### src/rtl/regfile_mp.sv
// Multi-read-port register file with a sequential clear engine; optional write-to-read forwarding under REGFILE_MP_BYPASS_EN.
// Latency: 1 cycle from read address to rdata; a clear sweep takes NREGS cycles.
// Backpressure: none; while busy, writes and clear requests are ignored and reads continue.
module regfile_mp #(
    parameter int XLEN     = 32,
    parameter int NREGS    = 32,
    parameter int NREAD    = 2,
    parameter int ZERO_REG = 1,
    localparam int AW      = $clog2(NREGS)
) (
    input  logic                  clk,
    input  logic                  reset,
    input  logic                  write_en,
    input  logic [AW-1:0]         write_reg,
    input  logic [XLEN-1:0]       write_data,
    input  logic [NREAD*AW-1:0]   rs,
    output logic [NREAD*XLEN-1:0] rdata,
    input  logic                  clear_req,
    output logic                  busy,
    output logic                  clear_done
);

    localparam logic [0:0]    S_IDLE  = 1'b0;
    localparam logic [0:0]    S_CLEAR = 1'b1;
    localparam logic [AW:0]   NREGS_W = (AW+1)'(NREGS);
    localparam logic [AW-1:0] LAST    = AW'(NREGS - 1);

    logic [XLEN-1:0] regs [NREGS];
    logic [0:0]      state;
    logic [AW-1:0]   cnt;
    logic            wr_acc;
    logic            clearing;

    assign clearing = (state == S_CLEAR);
    assign busy     = clearing;
    // Writes to out-of-range addresses or a hardwired register 0 are dropped outright.
    assign wr_acc   = !clearing && write_en && ({1'b0, write_reg} < NREGS_W) &&
                      !((ZERO_REG != 0) && (write_reg == '0));

    always_ff @(posedge clk or negedge reset) begin
        if (!reset) begin
            state      <= S_IDLE;
            cnt        <= '0;
            clear_done <= 1'b0;
        end else begin
            clear_done <= 1'b0;
            case (state)
                S_IDLE: begin
                    if (clear_req) begin
                        state <= S_CLEAR;
                        cnt   <= '0;
                    end
                end
                default: begin
                    if (cnt == LAST) begin
                        state      <= S_IDLE;
                        cnt        <= '0;
                        clear_done <= 1'b1;
                    end else begin
                        cnt <= cnt + 1'b1;
                    end
                end
            endcase
        end
    end

    always_ff @(posedge clk or negedge reset) begin
        if (!reset) begin
            for (int i = 0; i < NREGS; i++) regs[i] <= '0;
        end else begin
            for (int i = 0; i < NREGS; i++) begin
                if (clearing && (cnt == AW'(i)))
                    regs[i] <= '0;
                else if (wr_acc && (write_reg == AW'(i)))
                    regs[i] <= write_data;
            end
        end
    end

    for (genvar k = 0; k < NREAD; k++) begin : g_rd
        logic [AW-1:0]   addr;
        logic [XLEN-1:0] nxt;
        logic [XLEN-1:0] q;

        assign addr = rs[k*AW +: AW];

        always_comb begin
            nxt = '0;
            if (({1'b0, addr} < NREGS_W) && !((ZERO_REG != 0) && (addr == '0)))
                nxt = regs[addr];
`ifdef REGFILE_MP_BYPASS_EN
            // Only accepted writes forward, so a dropped write never leaks to a reader.
            if (wr_acc && (addr == write_reg))
                nxt = write_data;
`endif
        end

        always_ff @(posedge clk or negedge reset) begin
            if (!reset) q <= '0;
            else        q <= nxt;
        end

        assign rdata[k*XLEN +: XLEN] = q;
    end

endmodule
### config.mk
export PLATFORM = sky130hd
export DESIGN_NAME = regfile_mp
export DESIGN_NICKNAME = d
export VERILOG_FILES = /design/src/rtl/regfile_mp.sv
export SDC_FILE = /design/constraint.sdc
export NUM_CORES = 2
export LEC_CHECK = 0
export CORE_MARGIN = 1.5
export CORE_UTILIZATION = 50
export CTS_BUF_LIST = sky130_fd_sc_hd__clkbuf_8
export DETAILED_ROUTE_END_ITERATION = 10
export GPL_TIMING_DRIVEN = 1
export HOLD_SLACK_MARGIN = 0.1
export PLACE_DENSITY = 0.73
export SLEW_MARGIN = 15
export SYNTH_ARGS = -nofsm -noshare
export SYNTH_HDL_FRONTEND = slang
export SYNTH_SLANG_ARGS = --single-unit
### constraint.sdc
create_clock -name clk -period 2.5 [get_ports clk]
set_input_delay 0.375 -clock clk [delete_from_list [all_inputs] [get_ports clk]]
set_output_delay 0.375 -clock clk [all_outputs]
set_load 0.02 [all_outputs]
==> results.tsv <==
stage	metric	value	unit
route	vias	43914	
route	wl_per_cell	36.0	µm
timing	post-route-period-util	0.988	
clock_tree	insertion_delay	0.90	ns
critical_path	worstPathMaxFanout	1	
synthesis	postSynthCellCount	3859	
synthesis	avgSynthCellArea	14.2	µm²
timing	fin_skew	0.0373	ns
route	antenna_left	0	
synthesis	synth_top_area_cell	dfrtp_1	
route	drt_iter0_markers	6389	
global_route	grt_pass1_vias	44076	
die	initial_core_util	0.504	
critical_path	path_buf_inv	1	
timing	finalMaxSlewViolations	0	
global_route	grt_start_max_net_pins	124	
synthesis	synth_commonest_cells	dfrtp_1, a22o_1, mux4_2	
critical_path	cp_top_family	buffers and inverters	
finish	fillers	8148	
finish	num-nets-final	4225	
die	rows	121	
global_route	grt-ovfl-total	0	
critical_path	cp_slowest_cell	clkdlybuf4s50_1	
route	drc	0	
timing	hold_viol_final	0	
global_route	antenna_found_initial	4	
clock_tree	htreeDepth	4	
synthesis	ys_types	41	
global_route	grt_pass1_wl	302000	µm
synthesis	synth_edf_count	0	
die	die_h	334	µm
timing	finalSetupViolCount	0	
timing	holdWs	0.195	ns
synthesis	netlist_area	54800	µm²
run_status	status	complete, no violations	
critical_path	crit_chain	clkdlybuf4s50_1	
finish	post-route-util	0.602	
placement	place_congestion	0.945	
synthesis	yosysWarnings	0	
clock_tree	clk_pin_slew_worst_paths	0.07	ns
critical_path	arrival	2.09	ns
route	first_pass_iters	9	
die	fp.dieW	334	µm
clock_tree	cts_tree	built	
synthesis	synth_seq_area_share	0.500	
min_path	hold_class	input port to async pin	
critical_path	rrSetupSlack	0.13	ns
clock_tree	clock-sinks	1095	
clock_tree	post_cts_buffers	0	
synthesis	netlist.area_leader.share	0.500	
power	p_leak	29.6	nW
timing	period_needed	2.47	ns
placement	port_buffers	116	
timing	rsz0062_at_grt	false	
synthesis	synth_area_leaders	dfrtp_1, mux4_2, a22o_1	
global_route	grt_usage	0.369	
clock_tree	cts_root_buffer	clkbuf_8	
critical_path	slowest_delay	0.68	ns
critical_path	required	2.12	ns
timing	relSlewSlack	0.345	
synthesis	async_flop_share	1.00	
placement	dp_hpwl	129000	µm
critical_path	cp-start-kind	flop	
critical_path	r2r-start	cnt[0]$_DFFE_PN0P_	
route	viasPerCell	7.68	
power	powerDensity	723	nW/µm²
synthesis	synth_seq_cells	1095	
power	ir_drop	0.542	mV
die	ios	117	
die	core_area	109000	µm²
synthesis	synth_most_common_cell	dfrtp_1	
clock_tree	clock_path_buffers	3	
critical_path	r2r_end	regs[441]$_DFFE_PN0P_	
critical_path	endpoint_kind	primary output	
clock_tree	numCtsBuffers	176	
die	dieArea	112000	µm²
synthesis	synth_ff_type	dfrtp_1	
timing	clock.fmax	405	MHz
synthesis	synth_nets	3917	
finish	area.growth.synth_to_final	19.5	%
finish	drive_above_1_share	0.320	
timing	worstMarginPinSlew	0.979	ns
critical_path	critPathKind	flop to primary output	
run	max-cap-violations	0	
route	drt-total-wl	206000	µm
critical_path	reg2reg_depth	7	
## cells in the final DEF (no fill, tap or decap), drive strengths merged, types with 3 or more instances in the layout
cell type      synthesis  routed
dfrtp               1095    1095
a22o                 992     992
buf                  239     520
mux4                 448     448
clkbuf               260     223
mux2i                129     129
o21ai                113     113
clkdlybuf4s50          0     104
inv                    8      69
nor2b                 68      68
a22oi                 64      64
a211oi                64      64
mux2                  64      64
a311oi                64      64
a221oi                48      48
nand2                 39      39
and2                  35      35
nor3                  31      31
a21oi                 30      30
clkinv                 0      19
nor2                  19      19
o2111ai               16      16
bufinv                 0      10
ha                     7       7
nand2b                 7       7
dlygate4sd3            0       4
or2                    4       4
clkinvlp               0       3
## logic make-up (layout without fill, tap and decap cells)
| family | Yosys count | count (layout) | share of synthesized area |
|---|---|---|---|
| xor+xnor | 2 | 2 | 0.000320 |
| simple gates | 212 | 212 | 0.0251 |
| compound gates | 1395 | 1395 | 0.211 |
| fa+ha+maj | 7 | 7 | 0.00160 |
| other cells | 0 | 2 | 0 |
| buf+inv | 507 | 953 | 0.0409 |
| flops | 1095 | 1095 | 0.500 |
| mux | 641 | 641 | 0.221 |
## metal layers
| layer | part of all wire | vias to the layer above | track usage | routed length (µm) |
|---|---|---|---|---|
| met4 | 0.065 | 2 | 0.214 | 13400 |
| met5 | 0.000044 | - | 0 | 9 |
| met1 | 0.35 | 22607 | 0.485 | 72400 |
| met3 | 0.15 | 866 | 0.137 | 31200 |
| li1 | - | 16334 | - | - |
| met2 | 0.43 | 4105 | 0.525 | 88700 |
## power by group
group | internal (mW) | switching (mW) | total (mW)
Sequential | 19.4 | 1.45 | 20.8
Clock | 9.09 | 7.74 | 16.8
Combinational | 4.26 | 5.43 | 9.69
## sequential cells by signal, summed over array words and instances, names as in the netlist
register / flops
regs: 1024
g_rd.q: 64
cnt: 5
busy: 1
clear_done: 1
## worst max-delay path by stage
stage	slack (ns)	cells past startpoint	startpoint	endpoint
finish	0.03	1	g_rd[1].q[31]$_DFF_PN0_	rdata[63]
CTS	0.02	1	g_rd[1].q[31]$_DFF_PN0_	rdata[63]
global route	0.002	1	g_rd[1].q[31]$_DFF_PN0_	rdata[63]
detailed placement	-0.18	9	rs[1]	g_rd[0].q[17]$_DFF_PN0_
global placement	-0.17	9	rs[1]	g_rd[0].q[17]$_DFF_PN0_
floorplan	0.51	8	busy$_DFF_PN0_	regs[705]$_DFFE_PN0P_
## area by class of cell
class                           count  area, µm²  share of cell area
Antenna cell                        2       5.00           0.0000765
Timing Repair Buffer              629       6820               0.104
Sequential cell                  1095      27400               0.419
Tap cell                         1414       1770              0.0270
Clock inverter                     93        727              0.0111
Inverter                            8       32.5            0.000497
Multi-Input combinational cell   2257      25600               0.392
Clock buffer                      223       3070              0.0469
## metrics by stage
| stage | TNS [ns] | cells | power, mW | cell area, µm² | worst slack (ns) |
|---|---|---|---|---|---|
| final | 0 | 5721 | 47.3 | 65500 | 0.0308 |
| after global routing | 0 | 5720 | 48.6 | 65500 | 0.00242 |
| after CTS | 0 | 5719 | 47.0 | 65500 | 0.0162 |
| after detailed placement | -0.273 | 5399 | 30.4 | 61600 | -0.182 |
| after global placement | -0.219 | 5399 | 30.1 | 61600 | -0.173 |
| after floorplan | 0 | 3859 | 25.6 | 54800 | 0.515 |
## what timing repair did
| action | CTS | global route |
|---|---|---|
| gates resized for setup | 1 | 0 |
| setup endpoints to repair | 1 | 0 |
| hold buffers | 4 | 0 |
| hold endpoints to repair | 1066 | 0 |
No activity file was read; power rests on OpenSTA's default activity.
